--- config.mk ---
export PLATFORM = sky130hd
export DESIGN_NAME = stage_sequencer
export DESIGN_NICKNAME = d
export VERILOG_FILES = /design/src/rtl/stage_sequencer.sv
export SDC_FILE = /design/constraint.sdc
export NUM_CORES = 1
export LEC_CHECK = 0
export CELL_PAD_IN_SITES_DETAIL_PLACEMENT = 0
export CELL_PAD_IN_SITES_GLOBAL_PLACEMENT = 1
export CORE_AREA = 3 3 72 74
export CTS_CLUSTER_SIZE = 28
export DETAILED_ROUTE_END_ITERATION = 7
export DIE_AREA = 0 0 75 77
export GPL_ROUTABILITY_DRIVEN = 0
export PLACE_DENSITY_LB_ADDON = 0.12
export SLEW_MARGIN = 20
export SYNTH_ARGS = -nofsm -noshare
export SYNTH_HDL_FRONTEND = slang
export SYNTH_SLANG_ARGS = --single-unit
--- constraint.sdc ---
create_clock -name clk -period 4.3 [get_ports clk]
set_input_delay 0.86 -clock clk [delete_from_list [all_inputs] [get_ports clk]]
set_output_delay 0.86 -clock clk [all_outputs]
set_load 0.02 [all_outputs]
--- src/rtl/stage_sequencer.sv ---
// Multi-cycle instruction stage sequencer: walks IF/ID/EX/MEM/WB per instruction,
// with halt requests, illegal-opcode and ready-timeout detection, and a retire counter.
module stage_sequencer #(
    parameter int unsigned TIMEOUT = 16,
    parameter int unsigned CNT_W   = 16
) (
    input  logic             clk,
    input  logic             rst,
    input  logic             start,
    input  logic             halt_req,
    input  logic             instr_ready,
    input  logic             mem_ready,
    input  logic [6:0]       opcode,
    output logic             if_en,
    output logic             id_en,
    output logic             ex_en,
    output logic             mem_en,
    output logic             wb_en,
    output logic             pc_we,
    output logic             busy,
    output logic             done,
    output logic             err,
    output logic [2:0]       state,
    output logic [CNT_W-1:0] instr_count
);

    localparam int unsigned WAIT_W = (TIMEOUT > 1) ? $clog2(TIMEOUT) : 1;
    localparam logic [WAIT_W-1:0] WAIT_LAST = WAIT_W'(TIMEOUT - 1);

    typedef enum logic [2:0] {
        S_IDLE = 3'd0,
        S_IF   = 3'd1,
        S_ID   = 3'd2,
        S_EX   = 3'd3,
        S_MEM  = 3'd4,
        S_WB   = 3'd5,
        S_HALT = 3'd6,
        S_BAD  = 3'd7
    } state_t;

    state_t            state_q, state_d;
    logic [WAIT_W-1:0] wait_q, wait_d;
    logic              halt_pending_q, halt_pending_d;
    logic              err_d;
    logic [CNT_W-1:0]  count_d;
    logic              legal_op;
    logic              mem_op;
    logic              err_set;
    logic              clear_run;
    logic              retire;

    // State, bookkeeping and Moore-decoded outputs, all registered from next state
    always_ff @(posedge clk or negedge rst) begin
        if (!rst) begin
            state_q        <= S_IDLE;
            wait_q         <= '0;
            halt_pending_q <= 1'b0;
            err            <= 1'b0;
            instr_count    <= '0;
            if_en          <= 1'b0;
            id_en          <= 1'b0;
            ex_en          <= 1'b0;
            mem_en         <= 1'b0;
            wb_en          <= 1'b0;
            pc_we          <= 1'b0;
            busy           <= 1'b0;
            done           <= 1'b0;
        end else begin
            state_q        <= state_d;
            wait_q         <= wait_d;
            halt_pending_q <= halt_pending_d;
            err            <= err_d;
            instr_count    <= count_d;
            if_en          <= (state_d == S_IF);
            id_en          <= (state_d == S_ID);
            ex_en          <= (state_d == S_EX);
            mem_en         <= (state_d == S_MEM);
            wb_en          <= (state_d == S_WB);
            pc_we          <= (state_d == S_WB);
            busy           <= (state_d != S_IDLE) && (state_d != S_HALT);
            done           <= (state_d == S_HALT);
        end
    end

    assign state = state_q;

    // Next-state and bookkeeping updates
    always_comb begin
        state_d        = state_q;
        err_set        = 1'b0;
        clear_run      = 1'b0;
        retire         = 1'b0;
        legal_op       = 1'b0;
        mem_op         = (opcode == 7'b0000011) || (opcode == 7'b0100011);
        wait_d         = '0;
        halt_pending_d = halt_pending_q;
        err_d          = err;
        count_d        = instr_count;

        case (opcode)
            7'b0110111, 7'b0010111, 7'b1101111, 7'b1100111,
            7'b1100011, 7'b0000011, 7'b0100011, 7'b0010011,
            7'b0110011, 7'b0001111, 7'b1110011: legal_op = 1'b1;
            default:                            legal_op = 1'b0;
        endcase

        case (state_q)
            S_IDLE: begin
                if (halt_req)   state_d = S_HALT;
                else if (start) state_d = S_IF;
            end
            S_IF: begin
                if (instr_ready) begin
                    state_d = S_ID;
                end else if (wait_q == WAIT_LAST) begin
                    state_d = S_HALT;
                    err_set = 1'b1;
                end
            end
            S_ID: begin
                if (legal_op) begin
                    state_d = S_EX;
                end else begin
                    state_d = S_HALT;
                    err_set = 1'b1;
                end
            end
            S_EX: state_d = mem_op ? S_MEM : S_WB;
            S_MEM: begin
                if (mem_ready) begin
                    state_d = S_WB;
                end else if (wait_q == WAIT_LAST) begin
                    state_d = S_HALT;
                    err_set = 1'b1;
                end
            end
            S_WB: begin
                retire  = 1'b1;
                state_d = halt_pending_q ? S_HALT : S_IF;
            end
            S_HALT: begin
                if (start && !halt_req) begin
                    state_d   = S_IF;
                    clear_run = 1'b1;
                end
            end
            default: begin
                state_d = S_HALT;
                err_set = 1'b1;
            end
        endcase

        // Wait counter restarts on every entry into a ready-wait state
        if (((state_d == S_IF) || (state_d == S_MEM)) && (state_d == state_q))
            wait_d = wait_q + WAIT_W'(1);

        if ((state_d == S_HALT) && (state_q != S_HALT)) halt_pending_d = 1'b0;
        else if (clear_run)                              halt_pending_d = 1'b0;
        else if (halt_req)                               halt_pending_d = 1'b1;

        if (clear_run) err_d = 1'b0;
        else if (err_set) err_d = 1'b1;

        if (clear_run)   count_d = '0;
        else if (retire) count_d = instr_count + CNT_W'(1);
    end

endmodule

**Yosys cells after proc, flatten, opt, wreduce, memory -nomap -nowiden**

Cells that the tools add are included.

- Flip-flop bits (word level): 32
- Bits in latches: 0
- Memory bits (writable): 0
- Memory bits (read-only): 0
- Input bits: 13
- Output and inout port bits: 28
- Logic and storage cells: 82
- Memories: 0

- $add $sub $neg: 2
- $mul: 0
- Divide/modulo/power cells: 0
- Order comparisons: 0
- Equality and inequality tests: 27
- Shift operators: 0
- Muxes and demuxes: 27
- Bitwise gates (word level): 0
- Reductions and logical operators: 14

Operators with widths:

| cell | number |
|---|---|
| 16-bit two-way mux | 2 |
| 7-bit == test, second input constant | 4 |
| 3-bit two-way mux | 8 |
| 7-bit by 6-bit == test with 1-bit output, second input constant | 3 |
| 3-bit case mux with 7 select lines | 1 |
| 3-bit == test, second input constant | 6 |
| 16-bit by 1-bit adder with 16-bit output, second input constant | 1 |
| 7-bit by 5-bit == test with 1-bit output, second input constant | 2 |
| 1-bit two-way mux | 14 |
| 3-bit by 2-bit == test with 1-bit output, second input constant | 4 |
| 11-bit OR reduction | 1 |
| 7-bit by 2-bit == test with 1-bit output, second input constant | 1 |
| 7-bit by 4-bit == test with 1-bit output, second input constant | 1 |
| 3-bit by 1-bit == test with 1-bit output, second input constant | 2 |
| 3-bit != test, second input constant | 2 |
| 3-bit nonzero test | 2 |
| 4-bit by 1-bit adder with 4-bit output, second input constant | 1 |
| 4-bit == test, second input constant | 1 |
| 1-bit logical AND | 4 |
| 4-bit two-way mux | 1 |
| 1-bit case mux with 4 select lines | 1 |
| 2-bit nonzero test | 2 |
| 4-bit OR reduction | 1 |
| 3-bit == test | 1 |
| 3 further kinds | 4 |

**Depth between registers and ports, before layout**

Gate-level depths: netlist (run 1).

- Depth in word-level cells: 9
- Mapped depth: 8
- Gate-level depth less buffers: 7

**Least setup slack after synthesis (run 1)**

OpenSTA, ideal clock, no wires.

- Kind: input-to-reg
- Start point: input port start
- End point: register wait_q[0]
- Setup time: 80 ps
- Arrival: 2170 ps
- Data required time: 4220 ps
- Path slack: 2050 ps
- Cell stages on the path: 5
- Path buffers: 0
- Path through: nor2b_1 o221ai_1 or4_4 a221oi_4 nor3b_2

- Word-level cells in the longest chain between the ends: 7

RTL lines:

| item | line | RTL |
|---|---|---|
| from (decl) | 9 | `input logic start,` |
| 3-bit two-way mux or 1-bit logical AND (tied branches) | 110, 142 |  |
| 3-bit two-way mux, on equally long branches | 109, 142 |  |
| 3-bit case mux with 7 select lines * | 107 | `case (state_q)` |
| 3-bit by 1-bit == test with 1-bit output or 3-bit == test (tied branches) | 154 | `if (((state_d == S_IF) \|\| (state_d == S_MEM)) && (state_d == state_q))` |
| 1-bit logical OR | 154 |  |
| 1-bit logical AND * | 154 |  |
| 4-bit two-way mux * | 154 |  |
| net wait_d[0] | 42 | `logic [WAIT_W-1:0] wait_q, wait_d;` |
| to (signal assigned) | 70 | `wait_q <= wait_d;` |
| to (decl) | 42 |  |

The timed path passes the listed nets; every way through them passes the cells marked *.
A chain may end at the register's enable or synchronous reset.

**Worst setup path after layout (run 1)**

- Start point: register state_q[1] (netlist: state[1])
- End point: output port state[1]

RTL lines:

| item | line | RTL |
|---|---|---|
| from (decl) | 41 | `state_t state_q, state_d;` |
| from (signal assigned) | 69 | `state_q <= state_d;` |
| to (decl) | 23 | `output logic [2:0] state,` |

No word-level cell between the ends.

==> impl_metrics.env, run 1 <==
export IMPL_status="complete, no violations"
export IMPL_rsz0062_at_grt="false"
export IMPL_rows=25
export IMPL_drc=0
export IMPL_max_slew_margin_pct=49.0
export IMPL_slowest_stage="dfrtp_1"
export IMPL_die_h_um=77
export IMPL_power_density_nw_per_um2=659
export IMPL_p_seq_share_pct=35.0
export IMPL_p_int_uw=914
export IMPL_worstPathCellList="clkdlybuf4s50_1"
export IMPL_setup_slack_ns=1.58
export IMPL_syn_area_per_cell_um2=9.76
export IMPL_first_global_vias=1536
export IMPL_critPathMaxStageDelay_ns=0.84
export IMPL_die_width_um=75
export IMPL_cts_tree="built"
export IMPL_port_buffers=40
export IMPL_reg2reg_from="state[1]$_DFF_PN0_"
export IMPL_ys_seq_area_share_pct=43.4
export IMPL_critPathCaptureType="output port"
export IMPL_timing_hold_ws_ns=0.496
export IMPL_utilization_pct=50.7
export IMPL_overflow=0
export IMPL_ff2ff_setup_slack_ns=1.85
export IMPL_fin_skew_ns=0.0102
export IMPL_startpoint_type="register"
export IMPL_cts_hold_fix_buffers=0
export IMPL_vdd_ir_drop_max_mv=0.321
export IMPL_vias_per_cell=5.46
export IMPL_wl_per_cell_um=15.5
export IMPL_initial_core_util_pct=39.6
export IMPL_finalSetupViolCount=0
export IMPL_critPathTopFamily="flip-flops"
export IMPL_synth_seq_cells=32
export IMPL_synth_warnings=0
export IMPL_syn_area_um2=1850
export IMPL_yosys_area_top_type_share_pct=43.4
export IMPL_pre_cts_ws_ns=1.33
export IMPL_cp_endpoint="state[1]"
export IMPL_worstPathRequired_ns=3.44
export IMPL_synth_top_flop_cell="dfrtp_1"
export IMPL_num_vias=1550
export IMPL_synth_edf_count=0
export IMPL_p_clk_share_pct=17.9
export IMPL_cp_arrival_ns=1.86
export IMPL_clock_latency_ns=0.28
export IMPL_instances_no_fill=284
export IMPL_cp_depth=1
export IMPL_path_clk_slew_ns=0.07
export IMPL_critPathMaxFanout=17
export IMPL_placedCellCount=276
export IMPL_grt_max_degree=33
export IMPL_p_sw_share_pct=41.4
export IMPL_post_cts_buffers=0
export IMPL_grt_pass1_wl_um=7220
export IMPL_drv_cap=0
export IMPL_htree_num_levels=2
export IMPL_tightest_slew_ns=0.765
export IMPL_drive_above_1_share_pct=10.4
export IMPL_area_delta_synth_final_pct=28.1
export IMPL_setup_tns_final_ns=0
export IMPL_ys_top_cells_by_area="dfrtp_1 (43%), nor2_1 (4.5%), xnor2_1 (3.3%), nand2_1 (2.8%), xor2_1 (2.8%)"
export IMPL_synth_largest_area_cell="dfrtp_1"
export IMPL_fmax_mhz=367
export IMPL_synth_fp_nets=204
export IMPL_dr_first_iter_drc_count=87
export IMPL_p_comb_share_pct=47.1
export IMPL_p_sw_uw=645
export IMPL_fin_crit_ns=2.72
export IMPL_dpl_hpwl_um=3280
export IMPL_hp_class="reg2reg"
export IMPL_dieArea_um2=5780
export IMPL_io_pins=41
export IMPL_finalCritPeriodShare_pct=63.4
export IMPL_drv_slew=0
export IMPL_first_pass_iters=4
export IMPL_cts_root_buf="clkbuf_8"
export IMPL_reg2reg_depth=5
export IMPL_antenna_found_initial=0
export IMPL_grt_usage_pct=16.1
export IMPL_cts_resized=0
export IMPL_cts_buffers=5
export IMPL_cts_sinks=32
export IMPL_ant_nets=0
export IMPL_hold_viol=0
export IMPL_routed_wirelength_um=4390
export IMPL_synth_distinct_cells=54
export IMPL_path_buf_inv=1
export IMPL_syn_inst=189
export IMPL_yosys_top_cells_count="dfrtp_1 (32), nor2_1 (22), nand2_1 (14), a21oi_1 (8), xnor2_1 (7)"
export IMPL_antenna_cells=0
export IMPL_worstSetupPathType="reg2out"
export IMPL_timing_rr_end="wait_q[0]$_DFF_PN0_"
export IMPL_leakagePower_uw=0.000983
export IMPL_clk_path_buf_depth=2
export IMPL_synth_most_common_cell="dfrtp_1"
export IMPL_synthArstFlopShare_pct=100
export IMPL_finish_net_count=244
export IMPL_crit_path_start="state[1]$_DFF_PN0_"
export IMPL_core_um2=4660
## sequential cells by signal, indices dropped and copies added, names as in the netlist
register and cells:
halt_pending_q 1, state 3, instr_count 16, done 1
mem_en 1, wait_q 4, ex_en 1, err 1
if_en 1, pc_we 1, busy 1, id_en 1
## cell type report
class	instances	area, µm²
clock inverters	2	35.0
inverters	5	23.8
multi-input cells	143	950
well taps	54	67.6
flip-flops and latches	32	801
fillers	449	2300
repair buffers	42	415
clock buffers	6	72.6
## metal layers
layer | vias up | global-route usage, % | wire (µm)
met5 | - | 0 | 0
met4 | 0 | 4.45 | 77
met3 | 9 | 3.67 | 181
met2 | 45 | 26.7 | 2190
met1 | 743 | 20.5 | 1940
li1 | 753 | - | -
## cell families (layout without fill, tap and decap cells)
group | after synthesis | in the layout | share of synthesized area [%]
buffers and inverters | 14 | 55 | 5.15
adder cells (fa/ha/maj) | 2 | 2 | 1.36
flip-flops | 32 | 32 | 43.4
AND/OR/NAND/NOR | 90 | 90 | 28.1
AO/OA/AOI/OAI | 37 | 37 | 15.3
XOR/XNOR | 13 | 13 | 6.17
multiplexers | 1 | 1 | 0.542
## cell usage in the layout (no fill, tap or decap), types with 2 or more instances in the layout
master,count
clkdlybuf4s50_1,40
dfrtp_1,32
nor2_1,22
nand2_1,14
a21oi_1,8
xnor2_1,7
nand2b_1,6
nand3_1,6
or3_1,6
xor2_1,6
nor2b_1,5
and3_1,5
o21ai_0,5
clkbuf_8,5
inv_1,4
o21ai_1,3
nor3b_1,3
nor3_1,3
a21oi_2,3
and2_1,3
nand4b_1,2
o2111ai_1,2
nand3b_1,2
o311a_1,2
a31oi_1,2
o211ai_1,2
ha_1,2
buf_4,2
## power by group through the flow
stage	Clock [µW]	Combinational [µW]	Sequential (µW)
6_report	279	734	545
5_1_grt	306	794	567
4_1_cts	290	741	545
3_5_place_dp	0	738	549
3_3_place_gp	0	731	541
2_1_floorplan	0	463	564
## worst min path at each step
stage                   startpoint                  end  slack, ns  cells after the start
3_5_place_dp   wait_q[0]$_DFF_PN0_  wait_q[0]$_DFF_PN0_       0.49                      1
6_report       wait_q[0]$_DFF_PN0_  wait_q[0]$_DFF_PN0_       0.50                      1
3_3_place_gp   wait_q[0]$_DFF_PN0_  wait_q[0]$_DFF_PN0_       0.47                      1
4_1_cts        wait_q[0]$_DFF_PN0_  wait_q[0]$_DFF_PN0_       0.50                      1
5_1_grt        wait_q[0]$_DFF_PN0_  wait_q[0]$_DFF_PN0_       0.53                      1
2_1_floorplan  wait_q[0]$_DFF_PN0_  wait_q[0]$_DFF_PN0_       0.45                      1
## per-stage QoR
step / total power, µW / instance area, µm²
floorplan: 1030 / 1850
global placement: 1270 / 2260
detailed placement: 1290 / 2260
CTS: 1580 / 2360
global route: 1670 / 2360
finish: 1560 / 2360
Power figures use the tool's default switching activity.
==> run 2, diff against run 1 <==
Settings changed: CORE_AREA 3 3 72 74 to 3 3 74 76, DIE_AREA 0 0 75 77 to 0 0 77 79.
Clock period 4.3 ns to 2.59 ns, I/O delays scaled along.
==> run 2 against run 1 <==
Compared with the run above:
- sequential cell count is the same
- core utilization shrank 0.52 points
- sequential share of layout area shrank 0.55 points
- first-iteration DRC count shrank 6.9%
- final area grew 1.6%
- clock power grew 41%
- die area grew 5.3%
- power grew 64%
- via count is essentially flat
- register-to-register slack lost 1.5 ns
==> impl_metrics.env, run 2 (synthesis gave the netlist of run 1 again) <==
export IMPL_status="complete, no violations"
export IMPL_tightest_slew_ns=0.527
export IMPL_finish_instance_area_um2=2400
export IMPL_drv_slew=0
export IMPL_hp_class="reg2reg"
export IMPL_cp_arrival_ns=1.82
export IMPL_grt_pass1_wl_um=7810
export IMPL_dieArea_um2=6080
export IMPL_ff_latch_area_um2=801
export IMPL_dr_first_iter_drc_count=81
export IMPL_multiInputGateArea_um2=950
export IMPL_startpoint_type="register"
export IMPL_holdPathEnd="wait_q[0]$_DFF_PN0_"
export IMPL_antenna_cells=0
export IMPL_holdPathStages=1
export IMPL_finalCritPeriodShare_pct=90.4
export IMPL_rows=25
export IMPL_timing_rr_end="wait_q[0]$_DFF_PN0_"
export IMPL_layout_common_cells="clkdlybuf4s50_1 (40), dfrtp_1 (32), nor2_1 (22), nand2_1 (14), a21oi_1 (8)"
export IMPL_clock_latency_ns=0.28
export IMPL_dpl_cell_area_um2=2310
export IMPL_cp_depth=2
export IMPL_overflow=0
export IMPL_critPathTopFamily="buffers and inverters"
export IMPL_ant_nets=0
export IMPL_leakagePower_uw=0.00100
export IMPL_port_buffers=40
export IMPL_worstPathRequired_ns=2.07
export IMPL_hold_viol=0
export IMPL_vdd_ir_drop_max_mv=0.474
export IMPL_drive_above_1_share_pct=12.8
export IMPL_critPathMaxStageDelay_ns=0.67
export IMPL_grt_max_degree=33
export IMPL_drc=0
export IMPL_path_clk_slew_ns=0.07
export IMPL_finish_net_count=249
export IMPL_cts_buffers=5
export IMPL_area_delta_synth_final_pct=30.2
export IMPL_fin_skew_ns=0.00228
export IMPL_total_power_uw=2560
export IMPL_worstPathCellList="buf_4 -> clkdlybuf4s50_1"
export IMPL_clk_path_buf_depth=2
export IMPL_die_h_um=79
export IMPL_cts_resized=0
export IMPL_wl_per_cell_um=14.8
export IMPL_layout_commonest_cell="clkdlybuf4s50_1"
export IMPL_htree_num_levels=2
export IMPL_max_slew_margin_pct=64.9
export IMPL_initial_core_util_pct=38.6
export IMPL_critPathCaptureType="output port"
export IMPL_worstSetupPathType="reg2out"
export IMPL_rsz0062_at_grt="false"
export IMPL_power_density_nw_per_um2=1060
export IMPL_post_cts_buffers=0
export IMPL_cts_hold_fix_buffers=0
export IMPL_fmax_mhz=427
export IMPL_first_global_vias=1553
export IMPL_reg2reg_from="state[1]$_DFF_PN0_"
export IMPL_cts_sinks=32
export IMPL_cts_root_buf="clkbuf_8"
export IMPL_dpl_hpwl_um=3350
export IMPL_grt_usage_pct=16.1
export IMPL_setup_tns_final_ns=0
export IMPL_drv_cap=0
export IMPL_first_pass_iters=4
export IMPL_largest_reg_flops=16
export IMPL_io_pins=41
export IMPL_top_register="instr_count"
export IMPL_path_buf_inv=2
export IMPL_critPathMaxFanout=12
export IMPL_slowest_stage="dfrtp_1"
export IMPL_fin_crit_ns=2.34
export IMPL_cts_tree="built"
export IMPL_fill_cells=465
export IMPL_ff2ff_setup_slack_ns=0.34
export IMPL_finalSetupViolCount=0
export IMPL_routed_wirelength_um=4480
export IMPL_die_width_um=77
export IMPL_reg2reg_depth=6
export IMPL_placedCellCount=294
export IMPL_hp_start="wait_q[0]$_DFF_PN0_"
export IMPL_vias_per_cell=5.14
export IMPL_instances_no_fill=302
export IMPL_num_vias=1551
export IMPL_antenna_found_initial=0
export IMPL_core_um2=4790
-- run 2: cell count changes in the layout (fill, tap and decap cells not counted), sizes merged --
cell,delta
buf,+5
bufinv,-1
clkinv,+1
-- run 2: area by class of cell --
| cell class | count | share of cell area (%) |
|---|---|---|
| Multi-Input combinational cell | 143 | 39.5 |
| Inverter | 5 | 0.989 |
| Timing Repair Buffer | 47 | 18.8 |
| Sequential cell | 32 | 33.3 |
| Clock inverter | 2 | 0.416 |
| Tap cell | 67 | 3.49 |
| Clock buffer | 6 | 3.44 |
-- run 2: metrics by stage --
| step | util, % | hold slack, ns | setup slack [ns] |
|---|---|---|---|
| final | 50.2 | 0.500 | 0.249 |
| after global routing | 50.2 | 0.510 | 0.182 |
| after CTS | 50.2 | 0.507 | 0.239 |
| after detailed placement | 48.3 | 0.493 | 0.0284 |
| after global placement | 48.3 | 0.466 | 0.114 |
| after floorplan | - | 0.222 | 0.474 |
-- run 2: how the worst max path moves through the flow --
stage          slack [ns]           startpoint             endpoint
2_1_floorplan        0.47  wait_q[0]$_DFF_PN0_  wait_q[0]$_DFF_PN0_
3_3_place_gp         0.11                start  wait_q[0]$_DFF_PN0_
3_5_place_dp         0.03                start  wait_q[0]$_DFF_PN0_
4_1_cts              0.24   state[1]$_DFF_PN0_             state[1]
5_1_grt              0.18   state[1]$_DFF_PN0_             state[1]
6_report             0.25   state[1]$_DFF_PN0_             state[1]
-- run 2: routing by layer --
metal  track usage [%]  part of all wire [%]  up-vias  routed length, µm
li1                  -                     -      759                  -
met1              20.7                    46      744               2080
met2              26.7                    48       42               2150
met3              4.76                   4.6        6                205
met4              4.27                  0.92        0                 41
met5                 0                     0        -                  0
-- run 2: power by group --
part	internal, µW	switching (µW)	leakage (µW)
logic	615	704	0.000532
registers	650	195	0.000421
clock network	212	180	0.0000510
total	1480	1080	0.00100
